===== src/rtl/instruction_loader_pkg.sv =====
// ----------------------------------------------------------------------------
// instruction_loader_pkg: shared FSM encoding and stream framing constants
// Rev 1.0
// ----------------------------------------------------------------------------
`default_nettype none

package instruction_loader_pkg;

  typedef enum logic [2:0] {
    ST_IDLE   = 3'd0,
    ST_LEN_HI = 3'd1,
    ST_LEN_LO = 3'd2,
    ST_DATA   = 3'd3,
    ST_DONE   = 3'd4
  } state_e;

  localparam int LEN_BYTES  = 2;
  localparam int WORD_BYTES = 4;

endpackage

`default_nettype wire


===== src/rtl/instruction_loader_word_assembler.sv =====
// ----------------------------------------------------------------------------
// instruction_loader_word_assembler: packs big-endian bytes into 32-bit words
// Rev 1.0
// ----------------------------------------------------------------------------
`default_nettype none

module instruction_loader_word_assembler
  import instruction_loader_pkg::*;
(
  input  logic        clk,
  input  logic        reset,
  input  logic        clear,
  input  logic        byte_valid,
  input  logic [7:0]  byte_in,
  output logic        word_valid,
  output logic [31:0] word
);

  localparam logic [1:0] C_LAST_IDX = 2'(WORD_BYTES - 1);

  logic [1:0]  idx_q, idx_d;
  logic [23:0] shift_q, shift_d;

  always_comb begin
    idx_d   = idx_q;
    shift_d = shift_q;
    if (clear) begin
      idx_d   = 2'd0;
      shift_d = 24'd0;
    end else if (byte_valid) begin
      idx_d   = idx_q + 2'd1;
      shift_d = {shift_q[15:0], byte_in};
    end
  end

  always_ff @(posedge clk or posedge reset) begin
    if (reset) begin
      idx_q   <= 2'd0;
      shift_q <= 24'd0;
    end else begin
      idx_q   <= idx_d;
      shift_q <= shift_d;
    end
  end

  // The completed word is presented combinationally so the top can register it.
  assign word_valid = byte_valid & ~clear & (idx_q == C_LAST_IDX);
  assign word       = {shift_q, byte_in};

endmodule

`default_nettype wire


===== src/rtl/instruction_loader.sv =====
// ----------------------------------------------------------------------------
// instruction_loader: writes a length-prefixed byte stream into instruction RAM
// Rev 1.0
// ----------------------------------------------------------------------------
`default_nettype none

module instruction_loader
  import instruction_loader_pkg::*;
#(
  parameter int unsigned IMEM_DEPTH = 64,
  parameter logic [31:0] BASE_ADDR  = 32'h0
) (
  input  logic        clk,
  input  logic        reset,
  input  logic        start,
  input  logic        in_valid,
  input  logic [7:0]  in_byte,
  output logic        in_ready,
  output logic        imem_we,
  output logic [31:0] imem_addr,
  output logic [31:0] imem_wdata,
  output logic        cpu_hold,
  output logic        done,
  output logic        overflow,
  output logic [15:0] words_loaded
);

  localparam int          C_HDR_BITS = LEN_BYTES * 8;
  localparam logic [31:0] C_DEPTH    = 32'(IMEM_DEPTH);

  state_e                state_q, state_d;
  logic [C_HDR_BITS-1:0] count_q, count_d;
  logic [C_HDR_BITS-1:0] k_q, k_d;
  logic [15:0]           words_q, words_d;
  logic                  overflow_q, overflow_d;
  logic                  we_q, we_d;
  logic [31:0]           addr_q, addr_d;
  logic [31:0]           wdata_q, wdata_d;

  logic                  w_accept;
  logic                  w_start_ok;
  logic                  w_word_valid;
  logic [31:0]           w_word;
  logic [C_HDR_BITS-1:0] w_len;

  assign in_ready   = (state_q == ST_LEN_HI) || (state_q == ST_LEN_LO) || (state_q == ST_DATA);
  assign w_accept   = in_valid & in_ready;
  assign w_start_ok = start & (state_q == ST_IDLE);
  assign w_len      = {count_q[C_HDR_BITS-9:0], in_byte};

  instruction_loader_word_assembler u_asm (
    .clk        (clk),
    .reset      (reset),
    .clear      (w_start_ok),
    .byte_valid (w_accept & (state_q == ST_DATA)),
    .byte_in    (in_byte),
    .word_valid (w_word_valid),
    .word       (w_word)
  );

  always_comb begin
    state_d    = state_q;
    count_d    = count_q;
    k_d        = k_q;
    words_d    = words_q;
    overflow_d = overflow_q;
    we_d       = 1'b0;
    addr_d     = addr_q;
    wdata_d    = wdata_q;
    case (state_q)
      ST_IDLE: begin
        if (start) begin
          state_d    = ST_LEN_HI;
          count_d    = '0;
          k_d        = '0;
          words_d    = 16'd0;
          overflow_d = 1'b0;
        end
      end
      ST_LEN_HI: begin
        if (w_accept) begin
          count_d = w_len;
          state_d = ST_LEN_LO;
        end
      end
      ST_LEN_LO: begin
        if (w_accept) begin
          count_d    = w_len;
          overflow_d = 32'(w_len) > C_DEPTH;
          state_d    = (w_len == '0) ? ST_DONE : ST_DATA;
        end
      end
      ST_DATA: begin
        if (w_word_valid) begin
          k_d = k_q + 1'b1;
          // Words past the RAM are still consumed, but never written or wrapped.
          if (32'(k_q) < C_DEPTH) begin
            we_d    = 1'b1;
            addr_d  = BASE_ADDR + 32'({k_q, 2'b00});
            wdata_d = w_word;
            words_d = words_q + 16'd1;
          end
          if (k_d == count_q) begin
            state_d = ST_DONE;
          end
        end
      end
      ST_DONE: state_d = ST_IDLE;
      default: state_d = ST_IDLE;
    endcase
  end

  always_ff @(posedge clk or posedge reset) begin
    if (reset) begin
      state_q    <= ST_IDLE;
      count_q    <= '0;
      k_q        <= '0;
      words_q    <= 16'd0;
      overflow_q <= 1'b0;
      we_q       <= 1'b0;
      addr_q     <= BASE_ADDR;
      wdata_q    <= 32'd0;
    end else begin
      state_q    <= state_d;
      count_q    <= count_d;
      k_q        <= k_d;
      words_q    <= words_d;
      overflow_q <= overflow_d;
      we_q       <= we_d;
      addr_q     <= addr_d;
      wdata_q    <= wdata_d;
    end
  end

  assign imem_we      = we_q;
  assign imem_addr    = addr_q;
  assign imem_wdata   = wdata_q;
  assign cpu_hold     = (state_q != ST_IDLE);
  assign done         = (state_q == ST_DONE);
  assign overflow     = overflow_q;
  assign words_loaded = words_q;

endmodule

`default_nettype wire


===== config.mk =====
export PLATFORM = sky130hd
export DESIGN_NAME = instruction_loader
export DESIGN_NICKNAME = d
export VERILOG_FILES = /design/src/rtl/instruction_loader_pkg.sv /design/src/rtl/instruction_loader_word_assembler.sv /design/src/rtl/instruction_loader.sv
export SDC_FILE = /design/constraint.sdc
export NUM_CORES = 1
export LEC_CHECK = 0
export BUFFER_PORTS_ARGS = -buffer_cell sky130_fd_sc_hd__buf_2
export CAP_MARGIN = 30
export CORE_MARGIN = 2
export CORE_UTILIZATION = 35
export CTS_CLUSTER_SIZE = 24
export DETAILED_ROUTE_END_ITERATION = 7
export MAX_ROUTING_LAYER = met4
export PLACE_DENSITY = 0.64
export SETUP_SLACK_MARGIN = 0.15
export SLEW_MARGIN = 40
export SYNTH_ARGS = -nofsm -noshare
export SYNTH_HDL_FRONTEND = slang
export SYNTH_SLANG_ARGS = --single-unit

===== constraint.sdc =====
create_clock -name clk -period 5.95 [get_ports clk]
set_clock_uncertainty 0.05 [all_clocks]
set_input_delay 0.8925 -clock clk [delete_from_list [all_inputs] [get_ports clk]]
set_output_delay 0.8925 -clock clk [all_outputs]
set_load 0.05 [all_outputs]

---- Word level (Yosys, flattened, before mapping) ----
Index checks and enable logic that the tools add are counted.
storage, ports and cells
  register bits after elaboration ......... 127
  input bits .............................. 12
  output and inout port bits .............. 85
  word-level logic and storage cells ...... 75
operators by class
  add/sub/neg operators ................... 3
  magnitude comparators ................... 2
  eq/ne operators ......................... 13
  multiplexer cells ....................... 25
  bitwise logic cells ..................... 6
  reductions and logical operators ........ 16
operators by type and width
  kind                     number
  $pmux W16 S2             3
  $mux W16                 5
  $mux W24                 2
  $add A16 B1 Y16 const B  2
  $mux W3                  6
  $eq A16 B16 Y1           1
  $gt A16 B7 Y1 const B    1
  $logic_not A16 Y1        1
  $lt A16 B7 Y1 const B    1
  $pmux W3 S4              1
  $reduce_and A3 Y1        4
  $ne A2 B1 Y1 const B     4
  $reduce_bool A2 Y1       4
  $eq A3 B2 Y1 const B     2
  $ne A2 B2 Y1 const B     3
  $and A1 B1 Y1            5
  $mux W1                  5
  $reduce_and A5 Y1        1
  $mux W2                  2
  $reduce_and A4 Y1        1
  $eq A3 B1 Y1 const B     1
  $eq A3 B3 Y1 const B     1
  $logic_not A3 Y1         1
  $reduce_bool A3 Y1       1
  6 further kinds          7

---- Logic depth before layout (Yosys ltp) ----
Gate-level depths: netlist of the first run.
  word-level depth ........................ 9
  depth in mapped cells ................... 9
  gate-level depth less buffers ........... 7

---- Modules after synthesis ----
A second synthesis of the first run with hierarchy kept.
second synthesis, totals
  cells, all modules ...................... 673
  area total of the unflattened synthesis .. 6217.2 µm²
modules (own cells, without submodules)
  module                             instances  cells an instance  area each (µm²)
  instruction_loader                 1          577                5057.4
  instruction_loader_word_assembler  1          96                 1159.9

---- Worst setup path before layout of the first run ----
Ideal clock, no wire load.
  kind .................................... input to register
  start ................................... in in_valid
  end ..................................... reg addr_q[2], in the netlist imem_addr[2]
  arrival ................................. 2.414 ns
  data required time ...................... 5.775 ns
  slack ................................... 3.361 ns
  stages .................................. 7
  path buffers ............................ 3
  cell sequence ........................... and4b_1 > clkbuf_1 > nand2_1 > nor2_1 > buf_2 > buf_2 > mux2_2
between the ends
  word-level cells in the longest chain between the ends .. 5
ends and longest elaborated chain
  what                         RTL line                                 text
  start: declaration           instruction_loader.sv:16                 input logic in_valid,
  $and A1 B1 Y1                instruction_loader.sv:47                 assign w_accept = in_valid & in_ready;
  $and A1 B1 Y1                instruction_loader.sv:55                 .byte_valid (w_accept & (state_q == ST_DATA)),
  $and A1 B1 Y1 (2 in a row)   instruction_loader_word_assembler.sv:47  assign word_valid = byte_valid & ~clear & (idx_q == C_LAST_IDX);
  $reduce_and A3 Y1 (no line)  n/a
  end signal: assignment       instruction_loader.sv:130                addr_q <= addr_d;
  end: declaration             instruction_loader.sv:37                 logic [31:0] addr_q, addr_d;
No other way between the ends.
A chain may end at the register's enable or synchronous reset.

---- Worst setup path in the final report of the first run ----
  start ................................... in in_valid
  end ..................................... reg addr_q[5], in the netlist imem_addr[5]
The elaborated chain is that of the path after synthesis.

==> results of run 1 <==
[critical path: cells and delay by family]
| kind | cells | cell delay [ns] |
|---|---|---|
| buffers and inverters | 3 | 0.89 |
| and+or+nand+nor | 3 | 1.09 |
| muxes | 1 | 0.38 |
[metal layers]
metal	share of wire [%]	global-route usage [%]	vias to the layer above
li1	-	-	2198
met1	47	24.1	2276
met2	44	23.5	148
met3	7.3	5.37	16
met4	1.5	4.63	0
met5	0	-	-
[stage by stage]
step	cells	setup slack, ns
final	902	2.90
after global routing	902	2.68
after CTS	902	2.63
after detailed placement	871	2.20
after global placement	871	2.23
after floorplan	621	1.62
[power by group through the flow]
stage / registers, mW / logic, mW / clock network (mW)
after floorplan: 1.74 / 0.708 / 0
after global placement: 1.35 / 1.43 / 0
after detailed placement: 1.36 / 1.45 / 0
after CTS: 1.34 / 1.46 / 1.15
after global routing: 1.38 / 1.58 / 1.19
final: 1.34 / 1.45 / 1.13
[worst min-delay path by stage]
stage          slack (ns)                          to  cells after the start
2_1_floorplan        0.41     count_q[12]$_DFFE_PP0P_                      2
3_3_place_gp         0.43   imem_addr[14]$_DFFE_PP0P_                      1
3_5_place_dp         0.44   imem_addr[14]$_DFFE_PP0P_                      1
4_1_cts              0.45   imem_addr[14]$_DFFE_PP0P_                      1
5_1_grt              0.46  imem_wdata[27]$_DFFE_PP0P_                      1
6_report             0.45  imem_wdata[27]$_DFFE_PP0P_                      1
[sequential cells by signal (all words and copies together), names as in the netlist]
register / cells
imem_we: 1
u_asm.idx_q: 2
state_q: 3
words_loaded: 16
count_q: 16
u_asm.shift_q: 24
imem_addr: 16
imem_wdata: 32
k_q: 16
overflow: 1
[logic make-up after synthesis]
group	after synthesis	share of synthesized area, %
simple gates	227	18.0
flops	127	52.8
compound gates	113	11.3
buf+inv	64	5.24
mux	40	7.44
xor+xnor	31	4.51
fa+ha+maj	3	0.624
other cells	1	0.0623
[final cells by class]
| type | count | area, um2 |
|---|---|---|
| Fill cell | 1634 | 9520 |
| Clock inverter | 11 | 188 |
| Tap cell | 220 | 275 |
| Clock buffer | 20 | 457 |
| Inverter | 8 | 37.5 |
| Sequential cell | 127 | 3180 |
| Timing Repair Buffer | 86 | 445 |
| Multi-Input combinational cell | 430 | 2600 |
[placed cells by master, fill, tap and decap left out, types with 5 or more instances in the layout]
master / count
a21oi_1: 12
and2_1: 8
and3_1: 5
and4_1: 5
buf_2: 80
buf_4: 6
bufinv_16: 5
clkbuf_16: 17
conb_1: 16
dfrtp_1: 127
inv_1: 7
mux2_2: 38
nand2_1: 105
nand2b_1: 5
nand3_1: 16
nand4_1: 12
nor2_1: 30
nor2b_1: 10
nor3_1: 6
nor4_1: 5
o21ai_0: 68
o31ai_1: 6
xnor2_1: 12
xor2_1: 19
==> flow_metrics.env, run 1 <==
export IMPL_regToRegEndpoint="imem_addr[5]$_DFFE_PP0P_"
export IMPL_syn2layout_area_growth_pct=19.4
export IMPL_cts_inserted_buffers=17
export IMPL_final_util_pct=43.0
export IMPL_cp_arrival_ns=3.29
export IMPL_cts_max_level=4
export IMPL_num_rows=47
export IMPL_placeableCoreArea_um2=16700
export IMPL_clk_latency_ns=0.41
export IMPL_fin_crit_ns=3.05
export IMPL_yosysMostFrequentCell="dfrtp_1"
export IMPL_setup_violations=0
export IMPL_seqPwrFrac_pct=34.2
export IMPL_nets=685
export IMPL_cts_hold_repair_buffers=0
export IMPL_status="completed"
export IMPL_cts_max_path_buffers=2
export IMPL_critPathCaptureType="flop"
export IMPL_yosysWarnings=0
export IMPL_yosys_top_cells_area="dfrtp_1 53%, mux2_2 7.1%, nand2_1 6.6%"
export IMPL_port_buffers=80
export IMPL_synthTopCellsByCount="127 x dfrtp_1, 106 x nand2_1, 68 x o21ai_0"
export IMPL_grt_pass1_vias=4368
export IMPL_yosys_most_used_dff="dfrtp_1"
export IMPL_syn_inst=606
export IMPL_switching_share_pct=41.0
export IMPL_fin_area_um2=7180
export IMPL_cts_tree="yes"
export IMPL_clk_pin_slew_worst_paths_ns=0.05
export IMPL_drv_cap=0
export IMPL_antenna_cells=0
export IMPL_p_int_mw=2.32
export IMPL_antenna_found_initial=0
export IMPL_avgSynthCellArea_um2=9.93
export IMPL_clockRootBuffer="clkbuf_16"
export IMPL_comb_power_share_pct=37.0
export IMPL_num_vias=4638
export IMPL_crit_chain="buf_2, and4b_1, buf_4, nand2_2, nor2_4, buf_4, mux2_2"
export IMPL_worst_path_most_repeated_cell="buf_4"
export IMPL_post_drt_via_cell_ratio=5.14
export IMPL_tns_ns=0
export IMPL_dp_hpwl_mm=9.74
export IMPL_worstMarginPinSlew_ns=0.816
export IMPL_crit_path_end="imem_addr[5]$_DFFE_PP0P_"
export IMPL_firstDrtPassIters=5
export IMPL_cts_resized=0
export IMPL_grt_start_max_net_pins=85
export IMPL_cts_sinks=127
export IMPL_synthesis_area_um2=6020
export IMPL_path_class="input pin to flop"
export IMPL_die_h_um=135
export IMPL_place_congestion=0.927
export IMPL_drive_gt1_share_pct=24.2
export IMPL_crit_path_top_delay_cell="nor2_4"
export IMPL_relSlewSlack_pct=45.4
export IMPL_first_iter_violations=454
export IMPL_yosysUniqueCellTypes=53
export IMPL_p_leak_nw=3.35
export IMPL_crit_path_max_fanout=31
export IMPL_grt_pass1_wl_mm=23.6
export IMPL_die_w_um=135
export IMPL_irDropWorstVdd_mv=0.286
export IMPL_dpl_cell_area_um2=6530
export IMPL_p_sw_mw=1.61
export IMPL_async_flop_share_pct=100
export IMPL_synth_seq_cells=127
export IMPL_power_density_nw_per_um2=546
export IMPL_start_util_pct=36.0
export IMPL_p_clk_share_pct=28.8
export IMPL_drc_errors=0
export IMPL_routed_wirelength_mm=14.4
export IMPL_slew_violations=0
export IMPL_crit_required_ns=6.19
export IMPL_final_period_utilization_pct=51.3
export IMPL_yosysSeqAreaShare_pct=52.8
export IMPL_hold_viol=0
export IMPL_worstReg2RegStart="state_q[1]$_DFFE_PP0P_"
export IMPL_startpoint="in_valid"
export IMPL_synth_edf_count=0
export IMPL_overflow=0
export IMPL_post_cts_buffers=0
export IMPL_cp_start_kind="input pin"
export IMPL_dieArea_um2=18300
export IMPL_ant_nets=0
export IMPL_max_stage_delay_ns=0.53
export IMPL_grt_usage_pct=17.0
export IMPL_power_mw=3.92
export IMPL_synth_top_area_share_pct=52.8
export IMPL_rsz0062_at_grt="false"
export IMPL_yosys_area_top_type="dfrtp_1"
export IMPL_hp_class="flop to flop"
export IMPL_io_pins=97
export IMPL_wl_per_cell_um=16.0
export IMPL_hp_start="imem_wdata[27]$_DFFE_PP0P_"
export IMPL_max_freq_mhz=327
export IMPL_r2r_slack_ns=2.92
export IMPL_fin_hold_ws_ns=0.446
export IMPL_rr_worst_depth=6
No activity file was read; power rests on OpenSTA's default activity.
==> run 2, diff against run 1 <==
--- a/config.mk
+++ b/config.mk
@@ -12,7 +12,7 @@
 export CTS_CLUSTER_SIZE = 24
 export DETAILED_ROUTE_END_ITERATION = 7
 export MAX_ROUTING_LAYER = met4
-export PLACE_DENSITY = 0.64
+export PLACE_DENSITY = 0.66
 export SETUP_SLACK_MARGIN = 0.15
 export SLEW_MARGIN = 40
 export SYNTH_ARGS = -nofsm -noshare
==> constraint.sdc (replaced) <==
create_clock -name clk -period 2.8 [get_ports clk]
set_clock_uncertainty 0.05 [all_clocks]
set_input_delay 0.42 -clock clk [delete_from_list [all_inputs] [get_ports clk]]
set_output_delay 0.42 -clock clk [all_outputs]
set_load 0.05 [all_outputs]
==> run 2 against run 1 <==
Power increased by 110%; utilization is 0.73 points higher; setup slack got worse by 2.6 ns; design area grew 1.7%; sequential power grew 110%; sequential share of layout area shrank 0.74 points; count of clock-buffer cells in the layout down 3; global-route usage about the same; highest routed layer unchanged; routed wire length down 0.16%.
==> flow_metrics.env, run 2 (synthesized netlist as in run 1, its figures left out) <==
export IMPL_num_vias=4700
export IMPL_clk_pin_slew_worst_paths_ns=0.06
export IMPL_slew_violations=0
export IMPL_start_util_pct=36.0
export IMPL_p_leak_nw=3.42
export IMPL_cp_arrival_ns=2.71
export IMPL_overflow=0
export IMPL_place_congestion=0.879
export IMPL_min_to="u_asm.shift_q[0]$_DFFE_PP0P_"
export IMPL_grt_pass1_vias=4371
export IMPL_rr_worst_depth=7
export IMPL_die_w_um=135
export IMPL_fin_crit_ns=2.48
export IMPL_busiest_layer="met2"
export IMPL_antenna_cells=0
export IMPL_max_freq_mhz=404
export IMPL_hp_start="in_byte[0]"
export IMPL_cts_tree="yes"
export IMPL_power_density_nw_per_um2=1130
export IMPL_dieArea_um2=18300
export IMPL_placed_cells=887
export IMPL_final_period_utilization_pct=88.4
export IMPL_drive_gt1_share_pct=26.0
export IMPL_cts_inserted_buffers=17
export IMPL_final_util_pct=43.7
export IMPL_cts_sinks=127
export IMPL_regToRegEndpoint="state_q[1]$_DFFE_PP0P_"
export IMPL_port_buffers=80
export IMPL_cts_max_level=4
export IMPL_path_class="flop to flop"
export IMPL_crit_required_ns=3.04
export IMPL_drv_cap=0
export IMPL_worstHoldPathCells=3
export IMPL_rsz0062_at_grt="false"
export IMPL_hold_viol=0
export IMPL_die_h_um=135
export IMPL_syn2layout_area_growth_pct=21.4
export IMPL_nets=703
export IMPL_first_iter_violations=339
export IMPL_num_rows=47
export IMPL_met1_usage_pct=23.6
export IMPL_tns_ns=0
export IMPL_ant_nets=0
export IMPL_r2r_slack_ns=0.32
export IMPL_setup_violations=0
export IMPL_worstMarginPinSlew_ns=0.530
export IMPL_post_cts_buffers=0
export IMPL_grt_usage_pct=17.0
export IMPL_largest_reg_flops=32
export IMPL_clockRootBuffer="clkbuf_16"
export IMPL_grt_pass1_wl_mm=23.5
export IMPL_grtUsageMet3_pct=5.33
export IMPL_drc_errors=0
export IMPL_dp_hpwl_mm=9.89
export IMPL_relSlewSlack_pct=64.1
export IMPL_layout_commonest_cell="dfrtp_1"
export IMPL_status="completed"
export IMPL_grt_start_max_net_pins=51
export IMPL_antenna_found_initial=0
export IMPL_final_cells=920
export IMPL_power_mw=8.22
export IMPL_io_pins=97
export IMPL_met2_usage_pct=24.0
export IMPL_critPathCaptureType="flop"
export IMPL_irDropWorstVdd_mv=0.775
export IMPL_routed_wirelength_mm=14.4
export IMPL_placeableCoreArea_um2=16700
export IMPL_firstDrtPassIters=5
export IMPL_worstReg2RegStart="k_q[0]$_DFFE_PP0P_"
export IMPL_clk_latency_ns=0.42
export IMPL_cp_start_kind="flop"
export IMPL_wl_per_cell_um=15.7
export IMPL_layout_common_cells="127 x dfrtp_1, 106 x nand2_1, 80 x buf_2"
export IMPL_post_drt_via_cell_ratio=5.11
export IMPL_hp_class="input pin to flop"
export IMPL_cts_max_path_buffers=2
export IMPL_crit_path_max_fanout=3
==> run 2: cell types whose count changed in the layout (fill, tap and decap cells not counted), sizes merged <==
cell / before / now
clkinv: 3 / 4
bufinv: 5 / 2
inv: 8 / 12
clkinvlp: 3 / 4
buf: 86 / 103
dlygate4sd3: 0 / 1
clkbuf: 20 / 17
==> run 2: worst max path at each step <==
stage | to | slack [ns] | depth (start not counted) | from
floorplan | words_loaded[6]$_DFFE_PP0P_ | 0.29 | 7 | state_q[1]$_DFFE_PP0P_
global placement | state_q[1]$_DFFE_PP0P_ | 0.20 | 7 | k_q[0]$_DFFE_PP0P_
detailed placement | state_q[1]$_DFFE_PP0P_ | 0.20 | 7 | k_q[0]$_DFFE_PP0P_
CTS | state_q[1]$_DFFE_PP0P_ | 0.16 | 7 | k_q[0]$_DFFE_PP0P_
global route | state_q[1]$_DFFE_PP0P_ | 0.19 | 7 | k_q[0]$_DFFE_PP0P_
finish | state_q[1]$_DFFE_PP0P_ | 0.32 | 7 | k_q[0]$_DFFE_PP0P_
==> run 2: worst max-delay path, stage by stage (launching register included) <==
cell	delay, ns
dfrtp_1	0.37
ha_1	0.32
xor2_1	0.15
a311o_1	0.31
or4_1	0.52
a2111oi_2	0.22
and4_1	0.31
o22ai_1	0.09
==> run 2: report_power, final <==
| part | leakage, nW | total, mW | switching [mW] | internal [mW] |
|---|---|---|---|---|
| sequential | 1.66 | 2.78 | 0.395 | 2.39 |
| combinational | 1.49 | 3.26 | 2.24 | 1.02 |
| clock | 0.277 | 2.18 | 0.861 | 1.32 |
==> run 2: timing repair <==
action                                  4_1_cts  5_1_grt
endpoints found under the hold margin         0        8
endpoints found under the setup margin        0        3
gates resized for setup                       0        2
hold buffers                                  0        1
==> run 2: stage by stage <==
stage | setup slack [ns] | area, um2 | hold slack, ns
floorplan | 0.293 | 6080 | 0.414
global placement | 0.199 | 6680 | 0.426
detailed placement | 0.203 | 6680 | 0.435
CTS | 0.164 | 7270 | 0.0970
global route | 0.192 | 7300 | 0.250
finish | 0.324 | 7300 | 0.247
==> run 2: final cells by class <==
cell class	count	area, um2
tap	220	275
clock inverter	14	158
inverter	8	33.8
multi-input combinational	430	2600
fill	1631	9400
sequential	127	3180
timing repair buffer	104	633
clock buffer	17	425
==> run 2: routing by layer <==
metal / vias up / wire (um)
li1: 2236 / -
met2: 144 / 6380
met4: 0 / 173
met1: 2301 / 6750
met3: 19 / 1100
met5: - / 0
